### src/rtl/mem_port_arbiter.sv
// mem_port_arbiter: shares one memory port between fetch and load/store, one transaction in flight,
// data-first arbitration with a bounded-wait counter that forces fetch through after MAX_WAIT losses.
module mem_port_arbiter #(
  parameter int DATA_WIDTH = 32,
  parameter int ADDR_WIDTH = 32,
  parameter int MAX_WAIT   = 4
) (
  input  logic                  clk,
  input  logic                  rst,
  input  logic                  if_req,
  input  logic [ADDR_WIDTH-1:0] if_addr,
  output logic                  if_gnt,
  output logic                  if_rvalid,
  output logic [DATA_WIDTH-1:0] if_rdata,
  input  logic                  d_req,
  input  logic                  d_we,
  input  logic [ADDR_WIDTH-1:0] d_addr,
  input  logic [DATA_WIDTH-1:0] d_wdata,
  input  logic [1:0]            d_maskmode,
  input  logic                  d_sext,
  output logic                  d_gnt,
  output logic                  d_rvalid,
  output logic [DATA_WIDTH-1:0] d_rdata,
  output logic                  mem_valid,
  output logic                  mem_we,
  output logic [ADDR_WIDTH-1:0] mem_addr,
  output logic [DATA_WIDTH-1:0] mem_wdata,
  output logic [1:0]            mem_maskmode,
  output logic                  mem_sext,
  input  logic                  mem_ready,
  input  logic                  mem_rvalid,
  input  logic [DATA_WIDTH-1:0] mem_rdata,
  output logic                  busy
);
  localparam int CW = $clog2(MAX_WAIT + 1);
  typedef enum logic [1:0] {IDLE, ISSUE, WAIT_R, RESP} state_e;
  state_e                state_q;
  logic                  own_d_q, we_q, sext_q;
  logic [1:0]            mask_q;
  logic [ADDR_WIDTH-1:0] addr_q;
  logic [DATA_WIDTH-1:0] wdata_q, rdata_q;
  logic [CW-1:0]         cnt_q, cnt_d;
  logic                  idle, issue, resp, pick_if;
  always_comb begin
    idle         = state_q == IDLE;
    issue        = state_q == ISSUE;
    resp         = state_q == RESP;
    pick_if      = if_req && (!d_req || cnt_q == CW'(MAX_WAIT));
    if_gnt       = idle && pick_if;
    d_gnt        = idle && d_req && !pick_if;
    cnt_d        = if_gnt ? '0 : (d_gnt && if_req && cnt_q != CW'(MAX_WAIT)) ? cnt_q + 1'b1 : cnt_q;
    busy         = !idle;
    mem_valid    = issue;
    mem_we       = issue && we_q;
    mem_sext     = issue && sext_q;
    mem_maskmode = issue ? mask_q : 2'b00;
    mem_addr     = issue ? addr_q : '0;
    mem_wdata    = issue ? wdata_q : '0;
    if_rvalid    = resp && !own_d_q;
    d_rvalid     = resp && own_d_q;
    if_rdata     = if_rvalid ? rdata_q : '0;
    d_rdata      = d_rvalid ? rdata_q : '0;
  end
  always_ff @(posedge clk) begin
    if (rst) begin
      state_q <= IDLE;
      own_d_q <= 1'b0;
      we_q    <= 1'b0;
      sext_q  <= 1'b0;
      mask_q  <= 2'b00;
      addr_q  <= '0;
      wdata_q <= '0;
      rdata_q <= '0;
      cnt_q   <= '0;
    end else begin
      cnt_q <= cnt_d;
      case (state_q)
        IDLE: if (if_gnt || d_gnt) begin
          own_d_q <= d_gnt;
          we_q    <= d_gnt && d_we;
          sext_q  <= d_gnt && d_sext;
          mask_q  <= d_gnt ? d_maskmode : 2'b10;
          addr_q  <= d_gnt ? d_addr : if_addr;
          wdata_q <= d_gnt ? d_wdata : '0;
          state_q <= ISSUE;
        end
        ISSUE: if (mem_ready) begin
          rdata_q <= we_q ? '0 : mem_rdata;
          state_q <= (we_q || mem_rvalid) ? RESP : WAIT_R;
        end
        WAIT_R: if (mem_rvalid) begin
          rdata_q <= mem_rdata;
          state_q <= RESP;
        end
        RESP: state_q <= IDLE;
      endcase
    end
  end
endmodule
### config.mk
export PLATFORM = sky130hd
export DESIGN_NAME = mem_port_arbiter
export DESIGN_NICKNAME = d
export VERILOG_FILES = /design/src/rtl/mem_port_arbiter.sv
export SDC_FILE = /design/constraint.sdc
export NUM_CORES = 1
export LEC_CHECK = 0
export ABC_AREA = 1
export CORE_MARGIN = 1
export CORE_UTILIZATION = 41
export DETAILED_ROUTE_END_ITERATION = 12
export GPL_ROUTABILITY_DRIVEN = 0
export PLACE_DENSITY_LB_ADDON = 0.08
export SYNTH_ARGS = -nofsm -noshare
export SYNTH_HDL_FRONTEND = slang
export SYNTH_SLANG_ARGS = --single-unit
### constraint.sdc
create_clock -name clk -period 2.1 [get_ports clk]
set_input_delay 0.42 -clock clk [delete_from_list [all_inputs] [get_ports clk]]
set_output_delay 0.42 -clock clk [all_outputs]
set_load 0.1 [all_outputs]
==> results of run 1 <==
path summary, 6_finish.rpt:
path | to | startpoint | slack [ns]
max | if_rdata[5] | state_q[1] | 0.04
min | wdata_q[24] | wdata_q[24] | 0.46
max reg2reg | sext_q | cnt_q[0] | 0.41
min reg2reg | wdata_q[24] | wdata_q[24] | 0.46
layout by cell type, fill, tap and decap left out, drive strengths merged:
cell	synthesis	layout
clkinvlp	0	68
nand3b	1	1
bufinv	0	2
nor2	167	167
o21a	32	32
inv	181	114
xor2	1	1
nand2	225	225
nand3	66	66
clkdlybuf4s50	0	137
ha	6	6
buf	36	158
clkbuf	21	11
dfxtp	106	106
clkinv	2	4
o21ai	37	37
a21oi	41	41
final cells by class:
class | count | area (sq um)
clock buffers | 11 | 243
repair buffers | 295 | 4430
fillers | 871 | 2460
multi-input cells | 576 | 2900
inverters | 183 | 945
clock inverters | 5 | 77.6
flip-flops and latches | 106 | 2130
well taps | 176 | 220
critical path, stage by stage, from the launching register on:
cell,delay (ns)
dfxtp_2,0.38
ha_2,0.26
nand2_2,0.10
buf_12,0.19
nor2_2,0.16
buf_12,0.19
metrics by stage:
step	hold WS, ns	cell area (sq um)	worst slack (ns)	utilization
4_1_cts	0.466	10900	0.0231	0.814
6_report	0.465	10900	0.0419	0.816
5_1_grt	0.487	10900	-0.0361	0.816
3_3_place_gp	0.452	10600	0.152	0.788
3_5_place_dp	0.455	10600	0.127	0.788
2_1_floorplan	0.442	6250	-0.229	-
power by group:
group | switching (mW) | internal (mW) | leakage [nW]
combinational | 4.30 | 2.32 | 3.25
sequential | 0.321 | 2.62 | 0.873
clock | 0.748 | 1.07 | 0.156
cells by family after synthesis:
kind of cell               after synthesis  share of synthesized area
xor gates and xnor gates                 1                    0.00154
adders and majority gates                6                     0.0132
buffers and inverters                  240                      0.180
AOI/OAI and AO/OA                      110                      0.111
and+or+nand+nor                        459                      0.321
DFF                                    106                      0.373
sequential cells by signal (all words and copies together), names as in the netlist:
register,flops
addr_q,32
cnt_q,3
mask_q,2
own_d_q,1
rdata_q,32
sext_q,1
state_q,2
wdata_q,32
we_q,1
layer usage:
layer  GRT usage  routed length, microns  vias up
met5           0                       0        -
met4      0.0953                     420        0
met3      0.0585                    1150       27
met2       0.455                    9170      209
met1       0.301                    7480     2932
li1            -                       -     3228
what timing repair did:
item | 4_1_cts | 5_1_grt
resized for setup | 6 | 9
setup endpoints to repair | 28 | 18
gates cloned | 0 | 0
==> results by group, run 1 <==
Setup path
  – Worst R2R Path Depth: 10
  – Endpoint class of the critical path: output port
  – Critical Path Start Type: flip-flop
  – Worst Path Required: 1.68 ns
  – CP Class: flip-flop to output port
  – Crit Path Max Fanout: 24
  – CP arrival: 1.64 ns

STA
  – Setup_tns: 0 ns
  – Max-slew violations: 0
  – F_max: 486 MHz
  – Final period util: 0.980
  – Worst slew pin tran: 0.547 ns
  – Slew HR: 0.631
  – Final Hold Vio Count: 0
  – RSZ-0062 raised after global routing: true
  – Setup violations, final: 0
  – Crit path time final: 2.06 ns
  – Layout Skew: 0.00586 ns

Layout
  – # diodes: 0
  – Nets: 1315
  – Fin cells: 1352
  – Layout cells sized above 1: 0.276
  – Synth-to-layout area growth: 92.5%

Synth
  – Post-synth top cells: 222 x nand2_1, 178 x inv_1, 167 x nor2_1, 106 x dfxtp_1, 66 x nand3_1
  – Async SR Flop Fraction: 0
  – Top_reg_cell synth: dfxtp_1
  – Share of the synthesized area in the top cell type: 0.373
  – Cell taking the most area after synthesis: dfxtp_1
  – Gate Count Post-Synth: 922
  – Netlist cell types: 22
  – Syn Area/Cell: 6.16 sq um
  – Seq cells post-synth: 106
  – Ranking of synthesized cells by area: dfxtp_1 37%, nand2_1 15%, inv_1 12%
  – Most frequent cell after synthesis: nand2_1
  – Seq/Total Area, Yosys: 0.373
  – Post-Syn Nets: 1066
  – EDFF count, synth: 0
  – Syn Std Cell Area: 5680 sq um
  – Synth warnings: 0

Placement
  – Dpl hpwl: 13.6 mm
  – Port Buffers: 275
  – Number of instances in the placed design: 1336

Clock network
  – CTS buffer count: 9
  – Post-CTS Hold Buffers: 0
  – Clock sink count: 106
  – H-tree Lvls: 3
  – Reg clk slew, reported paths: 0.07 ns
  – CTS tree: built
  – CTS root buf: clkbuf_16
  – Number of setup buffers added after CTS: 0
  – Later-pin clock latency in the skew report: 0.34 ns
  – Longest Clk Path Bufs: 2

Routing
  – Drt drc: 0
  – Post-DRT Antenna Nets: 0
  – 1st-iter DRT viols: 427
  – Total number of vias: 6396
  – Total Wirelength: 18.2 mm
  – Vias per cell: 4.73
  – TritonRoute pass-1 iters: 6
  – DR WL/cell: 13.5 microns

Floorplan
  – I/O pins: 276
  – DIE HEIGHT: 120 microns
  – Rows: 42
  – Starting Density: 0.424
  – Core Footprint: 13400 sq um
  – Die Footprint: 14300 sq um
  – Die X: 120 microns

Flow run
  – Max-Cap Viols: 0

Worst hold path
  – Min-Delay Path Depth: 2
  – Worst hold path class: flip-flop to flip-flop

Global route
  – Largest net degree at the start of global routing: 46
  – Vias in the first global route: 5988
  – First-pass GRT wire length: 29.4 mm
  – Initial antenna violation count: 0
  – Total GRT Usage: 0.257
  – Global route total overflow: 0

Power
  – Leakage: 4.28 nW
  – Worst vdd ir: 0.000615 V
  – Tot Pwr: 11.4 mW
  – Pwr per Cell Area: 1040 nW/um^2

Outcome
  – Outcome: finished, final reports clean
(Power assumes the default switching activity.)
==> run 2, diff against run 1 <==
--- a/config.mk
+++ b/config.mk
@@ -6,10 +6,12 @@
 export NUM_CORES = 1
 export LEC_CHECK = 0
 export ABC_AREA = 1
+export ABC_CLOCK_PERIOD_IN_PS = 2100
 export CORE_MARGIN = 1
 export CORE_UTILIZATION = 41
 export DETAILED_ROUTE_END_ITERATION = 12
 export GPL_ROUTABILITY_DRIVEN = 0
+export MAX_ROUTING_LAYER = met4
 export PLACE_DENSITY_LB_ADDON = 0.08
 export SYNTH_ARGS = -nofsm -noshare
 export SYNTH_HDL_FRONTEND = slang
==> run 2 against run 1 <==
Setup slack better by 0.0084 ns. Via count is 0.39% lower. Sequential share of layout area hardly changed. Global-route usage is 0.67 points higher. Final area hardly changed. First-iteration DRC count is 9.4% higher. Non-clock buffer count stayed put. Critical path depth stayed put. Core utilization is 0.065 points lower. Sequential power hardly changed. Final cell count stayed put. Clock skew is 0.0017 ns lower. Largest power group unchanged. Highest routed layer unchanged.
==> results by group, run 2 (synthesis results as in run 1) <==
Outcome
  – Outcome: finished, final reports clean

Routing
  – Vias per cell: 4.71 (-0.39%)
  – Total number of vias: 6371 (-0.39%)
  – Total Wirelength: 18.1 mm (-0.68%)
  – 1st-iter DRT viols: 467 (+9.4%)
  – Post-DRT Antenna Nets: 0 (unchanged)
  – Drt drc: 0 (unchanged)
  – TritonRoute pass-1 iters: 5 (-1)
  – DR WL/cell: 13.4 microns (-0.68%)

Setup path
  – Critical Path Start Type: flip-flop
  – Endpoint class of the critical path: output port
  – Crit Path Max Fanout: 17 (-29%)
  – Worst R2R Path Depth: 10 (unchanged)
  – Crit path to: d_rdata[31]
  – Worst Path Required: 1.68 ns (about the same)
  – Reg2reg setup slack: 0.42 ns (about the same)
  – Reg2reg end: sext_q
  – CP Class: flip-flop to output port
  – CP arrival: 1.63 ns (about the same)
  – FF-to-FF Start: cnt_q[0]
  – CP Launch Point: state_q[0]

Floorplan
  – I/O pins: 276 (unchanged)
  – Die Footprint: 14300 sq um (unchanged)
  – Starting Density: 0.424 (unchanged)
  – Rows: 42 (unchanged)
  – DIE HEIGHT: 120 microns (unchanged)
  – Die X: 120 microns (unchanged)
  – Core Footprint: 13400 sq um (unchanged)

STA
  – RSZ-0062 raised after global routing: true
  – Max-slew violations: 0 (unchanged)
  – Layout Skew: 0.00420 ns (-0.00166 ns)
  – Min Hold Slack: 0.466 ns (+0.00118 ns)
  – Worst slew pin tran: 0.549 ns (+0.00137 ns)
  – Crit path time final: 2.05 ns (-0.00837 ns)
  – F_max: 488 MHz (+0.41%)
  – PnR worst setup slack: 0.0503 ns (+0.00837 ns)
  – Final Hold Vio Count: 0 (unchanged)
  – Final period util: 0.976 (-0.00399)
  – Setup violations, final: 0 (unchanged)
  – Slew HR: 0.630 (-0.000922)

Layout
  – Largest registers: addr_q x32, rdata_q x32, wdata_q x32
  – Fin cells: 1352 (unchanged)
  – Most common cell after layout, fill and taps aside: nand2_1
  – Final Instance Area: 10900 sq um (about the same)
  – Util after Layout: 0.816 (about the same)
  – Synth-to-layout area growth: 92.4% (about the same)
  – Nets: 1315 (unchanged)
  – Layout cells sized above 1: 0.276 (unchanged)
  – # diodes: 0 (unchanged)
  – Most frequent cells in the layout: 218 x nand2_1, 149 x buf_12, 137 x clkdlybuf4s50_1

Power
  – Worst vdd ir: 0.000612 V (-0.46%)
  – Leakage: 4.29 nW (+0.29%)
  – Pwr per Cell Area: 1040 nW/um^2 (-0.12%)

Clock network
  – CTS tree: built
  – H-tree Lvls: 3 (unchanged)
  – Longest Clk Path Bufs: 2 (unchanged)
  – CTS root buf: clkbuf_16
  – Reg clk slew, reported paths: 0.07 ns (about the same)
  – Clock sink count: 106 (unchanged)
  – Later-pin clock latency in the skew report: 0.34 ns (about the same)
  – Number of setup buffers added after CTS: 0 (unchanged)
  – Post-CTS Hold Buffers: 0 (unchanged)
  – CTS buffer count: 9 (unchanged)

Global route
  – Largest net degree at the start of global routing: 46 (unchanged)
  – Global route total overflow: 0 (unchanged)
  – Initial antenna violation count: 0 (unchanged)
  – Total GRT Usage: 0.264 (+0.00672)
  – First-pass GRT wire length: 29.3 mm (-0.28%)
  – Vias in the first global route: 6010 (+0.37%)

Placement
  – Port Buffers: 275 (unchanged)
  – Number of instances in the placed design: 1336 (unchanged)
  – Area after DPL: 10600 sq um (unchanged)
  – Dpl hpwl: 13.6 mm (unchanged)
  – DP Worst Slack: 0.127 ns (unchanged)

Worst hold path
  – Worst hold path class: flip-flop to flip-flop

Flow run
  – Max-Cap Viols: 0 (unchanged)
-- run 2: cell counts in the layout (fill, tap and decap cells not counted) --
No cell type changed its count.
-- run 2: power by group --
group	leakage, nW	switching, mW	total, mW	internal, mW
Combinational	3.26	4.28	6.61	2.32
Sequential	0.873	0.316	2.94	2.62
Clock	0.156	0.744	1.82	1.07
Total	4.29	5.34	11.4	6.02
-- run 2: timing repair --
action / in CTS / in global routing
hold endpoints to repair: 0 / 0
endpoints found under the setup margin: 28 / 19
resized for setup: 6 / 8
-- run 2: worst min-delay path by stage --
stage,start,to,cells past startpoint
after floorplan,wdata_q[10],wdata_q[10],2
after global placement,wdata_q[21],wdata_q[21],2
after detailed placement,wdata_q[13],wdata_q[13],2
after CTS,wdata_q[13],wdata_q[13],2
after global routing,mask_q[0],mask_q[0],2
final,wdata_q[24],wdata_q[24],2
-- run 2: critical path, cell delays in order, from the launching register on --
cell and delay (ns):
dfxtp_4 0.38, ha_2 0.22, nand2_4 0.14, buf_12 0.20, nor2_2 0.15, buf_12 0.19
-- run 2: cell type report --
cell class | count | area, sq um
timing repair buffer | 295 | 4430
multi-input combinational | 576 | 2890
fill | 872 | 2470
sequential | 106 | 2130
inverter | 183 | 945
clock buffer | 11 | 243
tap | 176 | 220
clock inverter | 5 | 77.6
-- run 2: through the flow --
stage | setup TNS (ns) | power [mW]
finish | 0 | 11.4
global route | -0.239 | 12.1
CTS | 0 | 11.4
detailed placement | 0 | 9.56
global placement | 0 | 9.41
floorplan | -7.78 | 7.50
-- run 2: routing by layer --
metal | track usage | part of all wire | routed length [microns] | vias to the layer above
met4 | 0.0977 | 0.023 | 413 | 0
met3 | 0.0518 | 0.059 | 1070 | 31
met5 | - | 0 | 0 | -
met2 | 0.454 | 0.51 | 9180 | 204
met1 | 0.303 | 0.41 | 7440 | 2906
li1 | - | - | - | 3230
==> run 3, diff against run 2 <==
--- a/config.mk
+++ b/config.mk
@@ -9,10 +9,12 @@
 export ABC_CLOCK_PERIOD_IN_PS = 2100
 export CORE_MARGIN = 1
 export CORE_UTILIZATION = 41
+export CTS_BUF_LIST = sky130_fd_sc_hd__clkbuf_4 sky130_fd_sc_hd__clkbuf_8 sky130_fd_sc_hd__clkbuf_16
 export DETAILED_ROUTE_END_ITERATION = 12
 export GPL_ROUTABILITY_DRIVEN = 0
 export MAX_ROUTING_LAYER = met4
 export PLACE_DENSITY_LB_ADDON = 0.08
+export SLEW_MARGIN = 10
 export SYNTH_ARGS = -nofsm -noshare
 export SYNTH_HDL_FRONTEND = slang
 export SYNTH_SLANG_ARGS = --single-unit
==> run 3 against run 2 <==
Non-clock buffer count unchanged. Sequential power about the same. Core utilization about the same. Wire length decreased by 0.12%. Final area about the same. Critical path type unchanged.
==> results by group, run 3 (synthesis results as in run 1) <==
STA
  – Min Hold Slack: 0.467 ns (+0.000970 ns)
  – F_max: 488 MHz (about the same)
  – Final period util: 0.975 (about the same)
  – Max-slew violations: 0 (unchanged)
  – Layout Skew: 0.00478 ns (+0.000583 ns)
  – Setup violations, final: 0 (unchanged)
  – PnR worst setup slack: 0.0519 ns (+0.00161 ns)
  – Setup_tns: 0 ns (unchanged)
  – RSZ-0062 raised after global routing: true
  – Worst slew pin tran: 0.473 ns (-0.0759 ns)
  – Slew HR: 0.682 (+0.0511)
  – Crit path time final: 2.05 ns (-0.00161 ns)
  – Final Hold Vio Count: 0 (unchanged)

Setup path
  – CP max stage delay: 0.38 ns (about the same)
  – Reg2reg setup slack: 0.42 ns (about the same)
  – CP top delay family: buffers and inverters
  – Worst-path cell chain: ha_2 -> nand2_4 -> buf_12 -> nor2_2 -> buf_12
  – Slowest cell on the critical path: dfxtp_2
  – CP Class: flip-flop to output port
  – Critical Path Start Type: flip-flop
  – WP buf/inv: 2 (unchanged)
  – Crit Path Max Fanout: 17 (unchanged)
  – Worst Path Required: 1.68 ns (about the same)
  – Most common cell on crit path: buf_12
  – Endpoint class of the critical path: output port
  – CP arrival: 1.63 ns (about the same)

Layout
  – Area of the multi-input gates: 2890 sq um (+0.17%)
  – Most common cell after layout, fill and taps aside: nand2_1
  – Synth-to-layout area growth: 92.4% (about the same)
  – Util after Layout: 0.816 (about the same)
  – Largest registers: addr_q x32, rdata_q x32, wdata_q x32
  – Most frequent cells in the layout: 216 x nand2_1, 149 x buf_12, 137 x clkdlybuf4s50_1
  – Layout cells sized above 1: 0.278 (+0.00255)
  – Final Instance Area: 10900 sq um (about the same)
  – # diodes: 0 (unchanged)
  – Nets: 1315 (unchanged)
  – Fillers: 876 (+0.46%)
  – Register Area: 2130 sq um (unchanged)

Worst hold path
  – Worst hold path class: flip-flop to flip-flop

Clock network
  – Reg clk slew, reported paths: 0.07 ns (about the same)
  – CTS root buf: clkbuf_16
  – Number of setup buffers added after CTS: 0 (unchanged)
  – CTS tree: built
  – H-tree Lvls: 3 (unchanged)
  – CTS buffer count: 9 (unchanged)
  – Clock sink count: 106 (unchanged)
  – Longest Clk Path Bufs: 2 (unchanged)
  – Later-pin clock latency in the skew report: 0.34 ns (about the same)
  – Post-CTS Hold Buffers: 0 (unchanged)

Placement
  – Dpl hpwl: 13.6 mm (unchanged)
  – DP Worst Slack: 0.127 ns (unchanged)
  – Port Buffers: 275 (unchanged)
  – Area after DPL: 10600 sq um (unchanged)

Floorplan
  – DIE HEIGHT: 120 microns (unchanged)
  – Starting Density: 0.424 (unchanged)
  – I/O pins: 276 (unchanged)
  – Rows: 42 (unchanged)
  – Die X: 120 microns (unchanged)
  – Die Footprint: 14300 sq um (unchanged)
  – Core Footprint: 13400 sq um (unchanged)

Global route
  – Vias in the first global route: 6015 (+0.083%)
  – Global route total overflow: 0 (unchanged)
  – GR peak layer: met2
  – Routing usage on met2: 0.454 (+0.000723)
  – GRT met3 Usage: 0.0518 (unchanged)
  – GRT met1 Usage: 0.303 (unchanged)
  – Largest net degree at the start of global routing: 46 (unchanged)
  – Total GRT Usage: 0.264 (about the same)
  – Initial antenna violation count: 0 (unchanged)
  – First-pass GRT wire length: 29.3 mm (+0.12%)

Routing
  – Vias per cell: 4.71 (unchanged)
  – Total number of vias: 6371 (unchanged)
  – TritonRoute pass-1 iters: 4 (-1)
  – Total Wirelength: 18.1 mm (-0.12%)
  – DR WL/cell: 13.4 microns (-0.12%)
  – 1st-iter DRT viols: 427 (-8.6%)
  – Drt drc: 0 (unchanged)
  – Post-DRT Antenna Nets: 0 (unchanged)

Power
  – Worst vdd ir: 0.000617 V (+0.87%)
  – Pwr per Cell Area: 1040 nW/um^2 (about the same)
  – Leakage: 4.30 nW (about the same)

Outcome
  – Outcome: finished, final reports clean

Flow run
  – Max-Cap Viols: 0 (unchanged)
[run 3: cell counts in the layout (fill, tap and decap cells not counted)]
Identical to the previous run, type by type.
[run 3: repair_timing]
| item | in CTS | in global routing |
|---|---|---|
| resized for setup | 6 | 9 |
| setup endpoints to repair | 28 | 24 |
| endpoints found under the hold margin | 0 | 0 |
[run 3: stage by stage]
stage | power [mW] | instances
2_1_floorplan | 7.50 | 922
3_3_place_gp | 9.41 | 1336
3_5_place_dp | 9.56 | 1336
4_1_cts | 11.4 | 1352
5_1_grt | 12.1 | 1352
6_report | 11.4 | 1352
[run 3: final timing paths]
check                            startpoint          end  depth (start not counted)
worst max-delay path             state_q[1]  d_rdata[31]                          5
worst min-delay path            wdata_q[31]  wdata_q[31]                          2
worst max register to register     cnt_q[0]       sext_q                         10
worst min register to register  wdata_q[31]  wdata_q[31]                          2
[run 3: routing by layer]
metal	up-vias	wire length, microns	part of all wire
li1	3228	-	-
met1	2904	7470	0.41
met2	214	9130	0.50
met3	25	1110	0.061
met4	0	369	0.020
met5	-	0	0
[run 3: final cells by class]
cell class	instances	share of cell area
timing repair buffer	295	0.405
sequential	106	0.195
clock buffer	11	0.0225
multi-input combinational	576	0.265
tap	176	0.0201
clock inverter	5	0.00709
inverter	183	0.0864
[run 3: tightest hold or removal path: stages, from the launching register on]
cell,delay (ns)
dfxtp_1,0.31
nand2_1,0.06
a21oi_1,0.05
[run 3: power breakdown]
group          internal, mW  total (mW)  switching, mW
sequential             2.62        2.94          0.316
clock                  1.09        1.83          0.742
combinational          2.32        6.60           4.28
